File: config.mk
export PLATFORM = sky130hd
export DESIGN_NAME = packet_rr_arbiter
export DESIGN_NICKNAME = d
export VERILOG_FILES = /design/src/rtl/packet_rr_arbiter.sv
export SDC_FILE = /design/constraint.sdc
export NUM_CORES = 1
export LEC_CHECK = 0
export ABC_AREA = 1
export ABC_CLOCK_PERIOD_IN_PS = 2300
export CORE_MARGIN = 4
export CORE_UTILIZATION = 34
export DETAILED_ROUTE_END_ITERATION = 8
export PLACE_DENSITY = 0.78
export SLEW_MARGIN = 30
export SYNTH_ARGS = -nofsm -noshare
export SYNTH_HDL_FRONTEND = slang
export SYNTH_SLANG_ARGS = --single-unit
export TNS_END_PERCENT = 100
File: constraint.sdc
create_clock -name clk -period 2.3 [get_ports clk]
set_input_delay 0.575 -clock clk [delete_from_list [all_inputs] [get_ports clk]]
set_output_delay 0.575 -clock clk [all_outputs]
set_load 0.01 [all_outputs]
File: src/rtl/packet_rr_arbiter.sv
// Round-robin packet arbiter: N requesters share one registered output stage.
// Header MSB ("more") locks the channel to one requester until a closing packet.
module packet_rr_arbiter #(
  parameter int unsigned NUM_REQ = 4,
  parameter int unsigned HDR_W   = 16,
  parameter int unsigned ADDR_W  = 16,
  parameter int unsigned DATA_W  = 32
) (
  input  logic                        clk,
  input  logic                        rst_n,
  input  logic [NUM_REQ-1:0]          inPacket_tx_valid,
  output logic [NUM_REQ-1:0]          inPacket_tx_ready,
  input  logic [NUM_REQ*HDR_W-1:0]    inPacket_tx_header,
  input  logic [NUM_REQ*ADDR_W-1:0]   inPacket_tx_addr,
  input  logic [NUM_REQ*DATA_W-1:0]   inPacket_tx_data,
  output logic                        outPacket_rx_valid,
  input  logic                        outPacket_rx_ready,
  output logic [HDR_W-1:0]            outPacket_rx_header,
  output logic [ADDR_W-1:0]           outPacket_rx_addr,
  output logic [DATA_W-1:0]           outPacket_rx_data,
  output logic [$clog2(NUM_REQ)-1:0]  outPacket_rx_src,
  output logic                        locked,
  output logic [15:0]                 pkt_count
);

  localparam int unsigned SRC_W = $clog2(NUM_REQ);

  typedef enum logic {IDLE, LOCKED} stateT;

  stateT              state;
  logic [SRC_W-1:0]   lastGrant;
  logic [SRC_W-1:0]   lockOwner;
  logic [SRC_W-1:0]   grantIdx;
  logic [SRC_W-1:0]   cand;
  logic               grantValid;
  logic               slotFree;
  logic [HDR_W-1:0]   selHeader;
  logic [ADDR_W-1:0]  selAddr;
  logic [DATA_W-1:0]  selData;

  assign slotFree = !outPacket_rx_valid || outPacket_rx_ready;

  // Grant selection: owner only while locked, otherwise rotate from lastGrant+1
  always_comb begin
    inPacket_tx_ready = '0;
    grantIdx          = '0;
    grantValid        = 1'b0;
    cand              = '0;
    if (rst_n && slotFree) begin
      if (state == LOCKED) begin
        if (inPacket_tx_valid[lockOwner]) begin
          grantValid = 1'b1;
          grantIdx   = lockOwner;
        end
      end else begin
        for (int unsigned k = 1; k <= NUM_REQ; k++) begin
          cand = SRC_W'((32'(lastGrant) + k) % NUM_REQ);
          if (!grantValid && inPacket_tx_valid[cand]) begin
            grantValid = 1'b1;
            grantIdx   = cand;
          end
        end
      end
    end
    if (grantValid) inPacket_tx_ready[grantIdx] = 1'b1;
  end

  // Payload mux for the granted requester
  always_comb begin
    selHeader = '0;
    selAddr   = '0;
    selData   = '0;
    for (int unsigned i = 0; i < NUM_REQ; i++) begin
      if (grantIdx == SRC_W'(i)) begin
        selHeader = inPacket_tx_header[i*HDR_W +: HDR_W];
        selAddr   = inPacket_tx_addr[i*ADDR_W +: ADDR_W];
        selData   = inPacket_tx_data[i*DATA_W +: DATA_W];
      end
    end
  end

  always_ff @(posedge clk or negedge rst_n) begin
    if (!rst_n) begin
      state               <= IDLE;
      locked              <= 1'b0;
      lastGrant           <= SRC_W'(NUM_REQ - 1);
      lockOwner           <= '0;
      outPacket_rx_valid  <= 1'b0;
      outPacket_rx_header <= '0;
      outPacket_rx_addr   <= '0;
      outPacket_rx_data   <= '0;
      outPacket_rx_src    <= '0;
      pkt_count           <= '0;
    end else begin
      if (grantValid) begin
        outPacket_rx_valid  <= 1'b1;
        outPacket_rx_header <= selHeader;
        outPacket_rx_addr   <= selAddr;
        outPacket_rx_data   <= selData;
        outPacket_rx_src    <= grantIdx;
        lastGrant           <= grantIdx;
        if (state == IDLE) begin
          if (selHeader[HDR_W-1]) begin
            state     <= LOCKED;
            locked    <= 1'b1;
            lockOwner <= grantIdx;
          end
        end else if (!selHeader[HDR_W-1]) begin
          state  <= IDLE;
          locked <= 1'b0;
        end
      end else if (outPacket_rx_ready) begin
        outPacket_rx_valid <= 1'b0;
      end
      if (outPacket_rx_valid && outPacket_rx_ready) pkt_count <= pkt_count + 16'd1;
    end
  end

endmodule

==> results.md <==
- Post-synthesis adder-cell area fraction: 0.226%
- Clock Pin Slew Worst Setup and Hold Paths: 0.06 ns
- Yosys reg bits: between 80 and 90
- Top-count cell post-synth: nand2_1
- Syn avg cell area: ~7 um2
- Post-synthesis cell type count: 30
- GP Congestion: about 0.9
- Final setup viols: 73
- Post-synthesis mux area share: 0%
- Tightest Pin Transition: just under 0.6 ns
- Fmax achieved: around 360 MHz
- Syn Nets: roughly 1100
- CTS tree: yes
- GRT Overall Usage: 26.7%
- Min Tclk post-route: ~2.8 ns
- Switch Pwr: ~6 mW
- Vias in the first global route: a little under 7000
- Top cells by area, synth: dfrtp_1 (39%), nand2_1 (29%), nand4_1 (7.7%), nand3_1 (6.0%), nand3_2 (2.2%)
- Asr flop ratio synth: 100%
- Clock network power share: 11.7%
- Final core utilization: between 60% and 70%
- Post-synth EDFFs: 0
- First drt pass iteration count: 5
- Max-slew violation count: 0
- Pre-CTS WS: -0.949 ns
- Post-synthesis simple-gate area fraction: between 40 and 50%
- Cells after Synth: ~800
- FF-to-FF End: outPacket_rx_data[18]
- Post-Synth XOR/XNOR Area: 2.37%
- Worst EP required: around 1.7 ns
- Hold Fails Final Rpt: 0
- Die X: around 140 um
- Global route total overflow: 0
- Synth top cells by count: nand2_1 (436), dfrtp_1 (86), nand4_1 (68)
- Crit end category: output pin
- Worst Skew: around 0.007 ns
- Top FF cell, synth: dfrtp_1
- Layout Area Growth over Synthesis: 99.3%
- Crit path kind: reg -> out
- IO Pins: approximately 350
- Final worst slack: -0.507 ns
- Largest family of logic cells by synthesized area: simple AND/OR/NAND/NOR gates
- Share of the synthesized area in the top cell type: 38.8%
- Die ar.: approximately 0.018 mm2
- Post-synthesis compound-gate area fraction: roughly 1.3%
- Port buffer count: 350
- Critical path arrival: between 2 and 2.5 ns
- VDD IR max: 597 uV
- Die Height: 136 um
- R2R setup slack: -0.39 ns
- Relative slew margins: roughly 60%
- Starting density of the core: between 30% and 40%
- Antenna viol nets, final: 0
- Hold_buf cts: 0
- CTS root buf: clkbuf_16
- Status: complete, but fails checks
- Final net count: 1454
- Largest net degree at the start of global routing: 64
- PD cells: approximately 1300 mW/mm2
- Sequential share of power: 18.4%
- Part of the cycle the worst path needs: 122%
- Routed vias: between 7000 and 8000
- Hold WC Path Type: in -> async
- Rows: 46
- CTS H-tree depth: 3
- Core box area: between 0.015 and 0.02 mm2
- Post-Syn Area: between 0.005 and 0.006 mm2
- Iter 0 DRT Violations: 467
- Clock Sinks: slightly below 90
- N_diodes: 0
- Sw Ratio: 43.0%
- Via-to-Cell Ratio: 5.08
- First-pass GRT wire length: about 37 mm
- Clock buffer depth: 2
- DRC viols: 0
- CP startpoint kind: register
- Synth area leader: dfrtp_1
- Share of cells above drive strength 1: between 15 and 20%
- Crit path max fanout: 8
- DR WL/cell: between 15 and 20 um
- Internal: a little over 8 mW
- Post-DP HPWL: around 17 mm
- Warnings, synthesis: 0
- LEAKAGE: just over 5 nW
- Clk Latency, worst-skew pair: between 0.3 and 0.4 ns
- Failing checks: negative setup slack
- Max_cap viols: 0
- R2R Path Start: lastGrant[0]
- Num CTS Buffers: 9
- Total Routed Length: 27.6 mm
- RSZ-0062 raised after global routing: yes
- Sequential share of the synthesized area: between 30% and 40%
- Antenna violations before repair: 1
- Cells on worst reg2reg path: 22
- Logic pwr share: a little over two thirds
==> area by class of cell <==
cell class | count | area, um2
fill | 1267 | 4880
timing repair buffer | 430 | 4750
multi-input combinational | 636 | 3390
sequential | 88 | 2200
tap | 216 | 270
clock buffer | 10 | 229
clock inverter | 6 | 108
inverter | 25 | 104
==> stage by stage <==
| step | power (mW) | cell area, um2 | TNS, ns | hold WS [ns] | std cells |
|---|---|---|---|---|---|
| floorplan | 6.65 | 5550 | 0 | 0.279 | 797 |
| global placement | 9.63 | 9410 | -54.23 | 0.456 | 1358 |
| detailed placement | 9.78 | 9410 | -59.91 | 0.464 | 1358 |
| CTS | 13.2 | 10500 | -8.82 | 0.333 | 1396 |
| global route | 15.1 | 11100 | -29.41 | 0.372 | 1411 |
| finish | 14.3 | 11100 | -22.91 | 0.326 | 1411 |
==> critical path: stages (launching register included) <==
cell	delay, ns
dfstp_2	0.60
inv_4	0.08
nand2_2	0.11
nand2_1	0.07
nand2_1	0.07
nand2_1	0.07
nor2_2	0.13
nand3_1	0.08
nand2_1	0.07
inv_2	0.05
nand2_4	0.07
nand2_8	0.08
nor4_4	0.22
buf_2	0.18
==> cell usage in the layout, fill, tap and decap left out, types with 2 or more instances in the layout <==
cell type        netlist  routed
nand2_8                2       2
clkdlybuf4s50_1        0     341
o21ai_1                0       3
a21oi_1                4       2
nand2_4                2       9
inv_2                  4       4
xnor2_1               10      10
clkinv_2               0       2
inv_4                  3       2
nor2_2                 3       4
dlygate4sd2_1          0       4
buf_16                 0      11
nand3_2               12      64
buf_4                 15      32
clkbuf_16              0      15
xor2_1                 5       5
inv_1                 18      18
nand2_2                4      20
o21ai_0               10       5
dfstp_2                2       2
dfrtp_1               86      86
nor2_8                 2       2
a21oi_2                0       2
bufinv_16              0       3
buf_6                  4      13
nand3_4                0       6
nor2_1                 7       5
buf_2                 19       2
nand3_1               66       8
bufbuf_16              0       3
nand2_1              436     413
nand4_1               68      68
buf_12                 1      17
o21ai_2                0       2
==> how the worst max path moves through the flow <==
stage | startpoint | end | slack, ns | depth (start not counted)
floorplan | lastGrant[0] | inPacket_tx_ready[3] | 0.005 | 14
global placement | inPacket_tx_valid[3] | inPacket_tx_ready[0] | -0.94 | 13
detailed placement | inPacket_tx_valid[3] | inPacket_tx_ready[0] | -0.95 | 13
CTS | lastGrant[0] | inPacket_tx_ready[0] | -0.42 | 12
global route | lastGrant[0] | inPacket_tx_ready[0] | -0.60 | 13
finish | lastGrant[0] | inPacket_tx_ready[0] | -0.51 | 13
==> flip-flops by register name, indices dropped and copies added, names as in the netlist <==
signal               count
lastGrant                2
locked                   1
outPacket_rx_valid       1
pkt_count               16
outPacket_rx_header     16
outPacket_rx_addr       16
lockOwner                2
outPacket_rx_src         2
outPacket_rx_data       32
==> timing repair <==
| action | in CTS | in global routing |
|---|---|---|
| setup endpoints to repair | 72 | 74 |
| setup buffers | 10 | 8 |
| pin swaps | 33 | 85 |
| gates resized for setup | 108 | 73 |
| gates cloned | 12 | 8 |
| hold endpoints to repair | 0 | 0 |
==> logic make-up (layout without fill, tap and decap cells) <==
kind of cell / count (synthesis) / count (layout)
fa+ha+maj: 1 / 1
compound gates: 14 / 14
simple gates: 606 / 606
xor+xnor: 15 / 15
buf+inv: 73 / 471
flops: 88 / 88
==> metal layers <==
metal | share of wire, % | track usage (%) | up-vias
met2 | 50 | 49.3 | 372
met3 | 9.9 | 7.62 | 67
met4 | 3.4 | 8.68 | 2
li1 | - | - | 3378
met1 | 36 | 29.3 | 3344
met5 | 0.069 | 0 | -
==> power groups by stage <==
stage	combinational (mW)	sequential (mW)	clock, mW
final	9.98	2.64	1.67
after global routing	10.6	2.71	1.78
after CTS	8.88	2.63	1.70
after detailed placement	7.14	2.64	0
after global placement	7.01	2.62	0
after floorplan	3.78	2.87	0
Power figures use the tool's default switching activity.
